$ cat src/rtl/id_hazard_ctrl_pkg.sv
// Shared definitions for the decode-stage hazard controller.
// Holds the opcode constants needed to decode source-register use,
// the FSM state encoding and the source-use decode helpers.
package id_hazard_ctrl_pkg;

    localparam int unsigned OPC_W = 6;
    localparam int unsigned REG_W = 5;

    localparam logic [OPC_W-1:0] OP_RTYPE = 6'h00;
    localparam logic [OPC_W-1:0] OP_J     = 6'h02;
    localparam logic [OPC_W-1:0] OP_JAL   = 6'h03;
    localparam logic [OPC_W-1:0] OP_BEQ   = 6'h04;
    localparam logic [OPC_W-1:0] OP_BNE   = 6'h05;
    localparam logic [OPC_W-1:0] OP_SW    = 6'h2B;

    typedef enum logic [1:0] {
        ST_RUN   = 2'd0,
        ST_STALL = 2'd1,
        ST_HOLD  = 2'd2,
        ST_FLUSH = 2'd3
    } hz_state_t;

    // Every instruction reads rs except the two absolute jumps.
    function automatic logic uses_rs(input logic [OPC_W-1:0] op);
        return !(op == OP_J || op == OP_JAL);
    endfunction

    // rt is a source only for R-type, beq/bne and sw.
    function automatic logic uses_rt(input logic [OPC_W-1:0] op);
        return (op == OP_RTYPE) || (op == OP_BEQ) || (op == OP_BNE) || (op == OP_SW);
    endfunction

endpackage

$ cat src/rtl/id_hazard_ctrl_sat_counter.sv
// Saturating up-counter used for the hazard performance counters.
// Ports: clk, rst_n (async active-low), inc (count enable), count (value).
// Holds at all-ones instead of wrapping.
module sat_counter #(
    parameter int unsigned W = 32
) (
    input  logic         clk,
    input  logic         rst_n,
    input  logic         inc,
    output logic [W-1:0] count
);

    always_ff @(posedge clk or negedge rst_n) begin
        if (!rst_n) begin
            count <= '0;
        end else if (inc && (count != {W{1'b1}})) begin
            count <= count + W'(1);
        end
    end

endmodule

$ cat src/rtl/id_hazard_ctrl.sv
// Decode-stage hazard and sequencing controller.
// Inputs : IF/ID opcode/rs/rt, ID/EX memread/rt, EX/MEM branch taken, ext_stall.
// Outputs: pc_write, if_id_write, id_bubble, three flush strobes (all Mealy,
//          combinational from state + inputs), state, stall_cnt, flush_cnt.
module id_hazard_ctrl
    import id_hazard_ctrl_pkg::*;
#(
    parameter int unsigned CNT_W = 32
) (
    input  logic             clk,
    input  logic             rst_n,
    input  logic [5:0]       if_id_opcode,
    input  logic [4:0]       if_id_rs,
    input  logic [4:0]       if_id_rt,
    input  logic             id_ex_memread,
    input  logic [4:0]       id_ex_rt,
    input  logic             ex_mem_branch_taken,
    input  logic             ext_stall,
    output logic             pc_write,
    output logic             if_id_write,
    output logic             id_bubble,
    output logic             if_id_flush,
    output logic             id_ex_flush,
    output logic             ex_mem_flush,
    output logic [1:0]       state,
    output logic [CNT_W-1:0] stall_cnt,
    output logic [CNT_W-1:0] flush_cnt
);

    hz_state_t state_q;
    hz_state_t state_d;
    logic      lu;
    logic      lu_en;
    logic      stall_inc;
    logic      flush_inc;

    // Load-use hazard against the load sitting in ID/EX; $0 never hazards.
    assign lu = id_ex_memread && (id_ex_rt != 5'd0) &&
                ((uses_rs(if_id_opcode) && (if_id_rs == id_ex_rt)) ||
                 (uses_rt(if_id_opcode) && (if_id_rt == id_ex_rt)));

    // After STALL ID/EX holds a bubble, after FLUSH IF/ID holds a nop.
    assign lu_en = (state_q == ST_RUN) || (state_q == ST_HOLD);

    // State register.
    always_ff @(posedge clk or negedge rst_n) begin
        if (!rst_n) begin
            state_q <= ST_RUN;
        end else begin
            state_q <= state_d;
        end
    end

    // Next state and Mealy outputs; priority branch > ext_stall > load-use.
    always_comb begin
        state_d      = ST_RUN;
        pc_write     = 1'b1;
        if_id_write  = 1'b1;
        id_bubble    = 1'b0;
        if_id_flush  = 1'b0;
        id_ex_flush  = 1'b0;
        ex_mem_flush = 1'b0;
        if (!rst_n) begin
            pc_write    = 1'b0;
            if_id_write = 1'b0;
            id_bubble   = 1'b1;
        end else if (ex_mem_branch_taken) begin
            if_id_flush  = 1'b1;
            id_ex_flush  = 1'b1;
            ex_mem_flush = 1'b1;
            state_d      = ST_FLUSH;
        end else if (ext_stall) begin
            pc_write    = 1'b0;
            if_id_write = 1'b0;
            id_bubble   = 1'b1;
            state_d     = ST_HOLD;
        end else if (lu && lu_en) begin
            pc_write    = 1'b0;
            if_id_write = 1'b0;
            id_bubble   = 1'b1;
            state_d     = ST_STALL;
        end
    end

    assign state     = state_q;
    assign stall_inc = rst_n && !pc_write;
    assign flush_inc = rst_n && ex_mem_branch_taken;

    sat_counter #(.W(CNT_W)) u_stall_cnt (
        .clk   (clk),
        .rst_n (rst_n),
        .inc   (stall_inc),
        .count (stall_cnt)
    );

    sat_counter #(.W(CNT_W)) u_flush_cnt (
        .clk   (clk),
        .rst_n (rst_n),
        .inc   (flush_inc),
        .count (flush_cnt)
    );

endmodule

$ cat config.mk
export PLATFORM = sky130hd
export DESIGN_NAME = id_hazard_ctrl
export DESIGN_NICKNAME = d
export VERILOG_FILES = /design/src/rtl/id_hazard_ctrl_pkg.sv /design/src/rtl/id_hazard_ctrl_sat_counter.sv /design/src/rtl/id_hazard_ctrl.sv
export SDC_FILE = /design/constraint.sdc
export NUM_CORES = 1
export LEC_CHECK = 0
export ABC_CLOCK_PERIOD_IN_PS = 2800
export BUFFER_PORTS_ARGS = -buffer_cell sky130_fd_sc_hd__buf_2
export CORE_MARGIN = 8
export CORE_UTILIZATION = 53
export DETAILED_ROUTE_END_ITERATION = 16
export PLACE_DENSITY = 0.81
export SKIP_CTS_REPAIR_TIMING = 1
export SLEW_MARGIN = 20
export SYNTH_ARGS = -nofsm -noshare
export SYNTH_HDL_FRONTEND = slang
export SYNTH_HIERARCHICAL = 1
export SYNTH_SLANG_ARGS = --single-unit
$ cat constraint.sdc
create_clock -name clk -period 2.8 [get_ports clk]
set_input_delay 0.28 -clock clk [delete_from_list [all_inputs] [get_ports clk]]
set_output_delay 0.28 -clock clk [all_outputs]
set_load 0.02 [all_outputs]
==> results by group <==
Timing
  • Setup TNS Final: 0 ns
  • Max-slew violations: 0
  • Endpoints failing setup: 0
  • Fin crit period: 2.46 ns
  • Clock Skew: 0.00778 ns
  • Worst-margin pin slew: 0.800 ns
  • Tcrit/Tclk final: 87.8%
  • RSZ-0062 raised after global routing: false
  • Relative slew slack: 46.7%
  • Highest clock rate: 407 MHz
  • Endpoints failing hold: 0

Setup path
  • Crit-path cells: dlygate4sd3_1 -> buf_2 -> and2_1 -> buf_4 -> and3_1 -> nor2b_1 -> nand4_1 -> nor4_2 -> xor2_1
  • Critical Path AT: 2.72 ns
  • Crit-path max FO: 12
  • Number of cells on the worst reg-to-reg path: 5
  • Top delay family on crit path: simple AND/OR/NAND/NOR gates
  • Nature of the critical path startpoint: input pin
  • CP Data Required Time: 3.06 ns
  • Reg2Reg Setup Slack: 0.43 ns
  • Worst R2R End: u_stall_cnt/count[10]
  • Critical Path Sink Type: register
  • Worst path bufs/invs: 3
  • Critical path's slowest cell: nor2b_1
  • FF-to-FF Start: u_stall_cnt/count[23]
  • Crit path kind: in2reg
  • CP peak stage delay: 0.55 ns

Layout
  • Commonest non-fill, non-tap cells in the layout: buf_2 (97), dfrtp_1 (66), xnor2_1 (48)
  • Leading cell type in the layout, fill and taps excluded: buf_2
  • Final nets: 481
  • Fill count: 555
  • Area Overhead vs Synth: 21.5%
  • Fin area: 4360 um^2
  • # diodes: 0
  • Share of post-route cells with drive strength above 1: 30.9%
  • Non-Filler Instances: 537

Placed design
  • DP Area: 4160 um^2
  • Final GP Congestion: 0.875
  • Dpl cells: 521
  • PortBufs: 97
  • Hpwl dp: 6700 um

Die
  • Total core area: 6680 um^2
  • Die Y: 98.3 um
  • Die footprint: 9660 um^2
  • Starting Density: 53.7%
  • Die W: 98.3 um
  • Placement Rows: 30
  • Top Ports: 98

Yosys
  • Seq cells post-synth: 66
  • Sequential share of the synthesized area: 46.0%
  • Syn avg cell area: 10.4 um^2
  • Ys Warns: 6
  • Cells after Synth: 346
  • Post-Syn Nets: 374
  • Count of cell types in the netlist: 40
  • Synth Cell Area: 3590 um^2

Outcome
  • Outcome: finished clean

GRT
  • Overflow after GRT: 0
  • First-pass GRT wire length: 15000 um
  • GRT Util Overall: 18.9%
  • Number of global-route vias before repair: 3156
  • Largest net degree at the start of global routing: 65
  • Antenna violations before repair: 0

Route
  • Via density: 5.73
  • Via count: 3079
  • Post-route ant nets: 0
  • Average wire per standard cell: 16.5 um
  • 1st-iter DRT viols: 177
  • # DRC: 0
  • TritonRoute pass-1 iters: 4
  • Final wirelength: 8870 um

Power and ir drop
  • Peak VDD IR: 438 uV
  • Leak: 2.05 nW
  • Power per cell area: 533 nW/um^2

Hold path
  • Hold path startpoint: ex_mem_branch_taken
  • Hold depth: 2
  • Hold Path Class: in2reg
  • Worst Hold End: state[1]

Clock network
  • CTS root buf: clkbuf_8
  • Maximum clock path buffer count: 2
  • Clock Pin Slew Worst Setup and Hold Paths: 0.07 ns
  • CTS tree: yes
  • Clock Sinks: 66
  • Clk_lat worst skew: 0.34 ns
  • H-tree Lvls: 3
  • Total CTS buffers: 9

Run
  • Max-cap violations: 0
==> sequential cells by signal (all words and copies together) (netlist names) <==
name,cells
u_flush_cnt/count,32
state,2
u_stall_cnt/count,32
==> layout make-up <==
class / instances / area [um^2] / share of cell area, %
Multi-Input combinational cell: 271 / 1880 / 43.1
Timing Repair Buffer: 103 / 533 / 12.2
Clock buffer: 10 / 138 / 3.15
Clock inverter: 5 / 55.1 / 1.26
Tap cell: 80 / 100 / 2.29
Inverter: 2 / 7.51 / 0.172
Sequential cell: 66 / 1650 / 37.8
==> report_power, final <==
part | leakage [nW] | switching, mW | total [mW] | internal (mW)
sequential | 0.902 | 0.100 | 1.13 | 1.03
clock | 0.0941 | 0.358 | 0.785 | 0.427
combinational | 1.05 | 0.259 | 0.416 | 0.157
total | 2.05 | 0.717 | 2.33 | 1.61
==> synth_stat cells <==
library cell | number | area share, %
nand2_1 | 32 | 3.3
ha_1 | 2 | 0.70
and2_1 | 1 | 0.17
nand4_2 | 2 | 0.70
nor4_1 | 7 | 1.2
nand2b_1 | 4 | 0.70
dfrtp_1 | 66 | 46
o21ai_0 | 1 | 0.14
nor2_1 | 22 | 2.3
clkbuf_1 | 2 | 0.21
buf_6 | 2 | 0.63
nand4_1 | 30 | 5.2
inv_1 | 2 | 0.21
a211o_1 | 1 | 0.24
o21a_1 | 1 | 0.21
o21ai_1 | 1 | 0.14
nand3_2 | 2 | 0.56
a31oi_1 | 3 | 0.52
o31ai_4 | 2 | 1.2
nand2_2 | 2 | 0.35
nand3b_1 | 2 | 0.42
mux2_2 | 2 | 0.63
and3_1 | 4 | 0.70
a211oi_2 | 1 | 0.35
xnor2_1 | 48 | 12
nor2b_1 | 3 | 0.52
nor4_2 | 3 | 1.0
o211ai_1 | 5 | 1.0
a21oi_1 | 8 | 1.1
buf_4 | 3 | 0.63
nand3_1 | 31 | 4.3
a211oi_1 | 2 | 0.42
nor3_1 | 8 | 1.1
and4_1 | 8 | 2.0
or4_4 | 4 | 1.3
nor3_2 | 4 | 1.1
mux2_1 | 2 | 0.63
nor4_4 | 2 | 1.2
nor4b_1 | 1 | 0.24
xor2_1 | 20 | 4.9
==> routing by layer <==
layer	GRT usage, %	up-vias	part of all wire (%)
met1	23.8	1489	45
met2	30.4	107	48
met3	4.62	11	6.2
li1	-	1472	-
met4	7.32	0	1.5
met5	0	-	0
==> worst max-delay path by stage <==
stage          depth (start not counted)                     to             startpoint
2_1_floorplan                         10  u_stall_cnt/count[29]            id_ex_rt[2]
4_1_cts                                5  u_stall_cnt/count[10]  u_stall_cnt/count[23]
3_5_place_dp                          10  u_stall_cnt/count[25]            id_ex_rt[2]
6_report                               9  u_flush_cnt/count[29]                  rst_n
5_1_grt                                9  u_flush_cnt/count[29]                  rst_n
3_3_place_gp                          10  u_stall_cnt/count[31]            id_ex_rt[2]
==> kinds of logic (layout without fill, tap and decap cells) <==
group	Yosys count	count (layout)	synth area share (%)
buffers and inverters	9	120	1.67
AO/OA/AOI/OAI	25	25	5.37
multiplexers	4	4	1.25
AND/OR/NAND/NOR	172	172	28.4
flip-flops	66	66	46.0
XOR/XNOR	68	68	16.6
adder cells (fa/ha/maj)	2	2	0.697
==> through the flow <==
| stage | power [mW] | setup slack, ns | util [%] | hold slack (ns) |
|---|---|---|---|---|
| after global placement | 1.55 | 0.485 | 62.3 | 0.124 |
| after global routing | 2.44 | 0.198 | 65.3 | 0.184 |
| final | 2.33 | 0.341 | 65.3 | 0.190 |
| after CTS | 2.36 | 0.486 | 65.2 | -0.241 |
| after detailed placement | 1.57 | 0.416 | 62.3 | 0.126 |
| after floorplan | 1.39 | 0.468 | - | -0.0156 |
(Power assumes the default switching activity.)
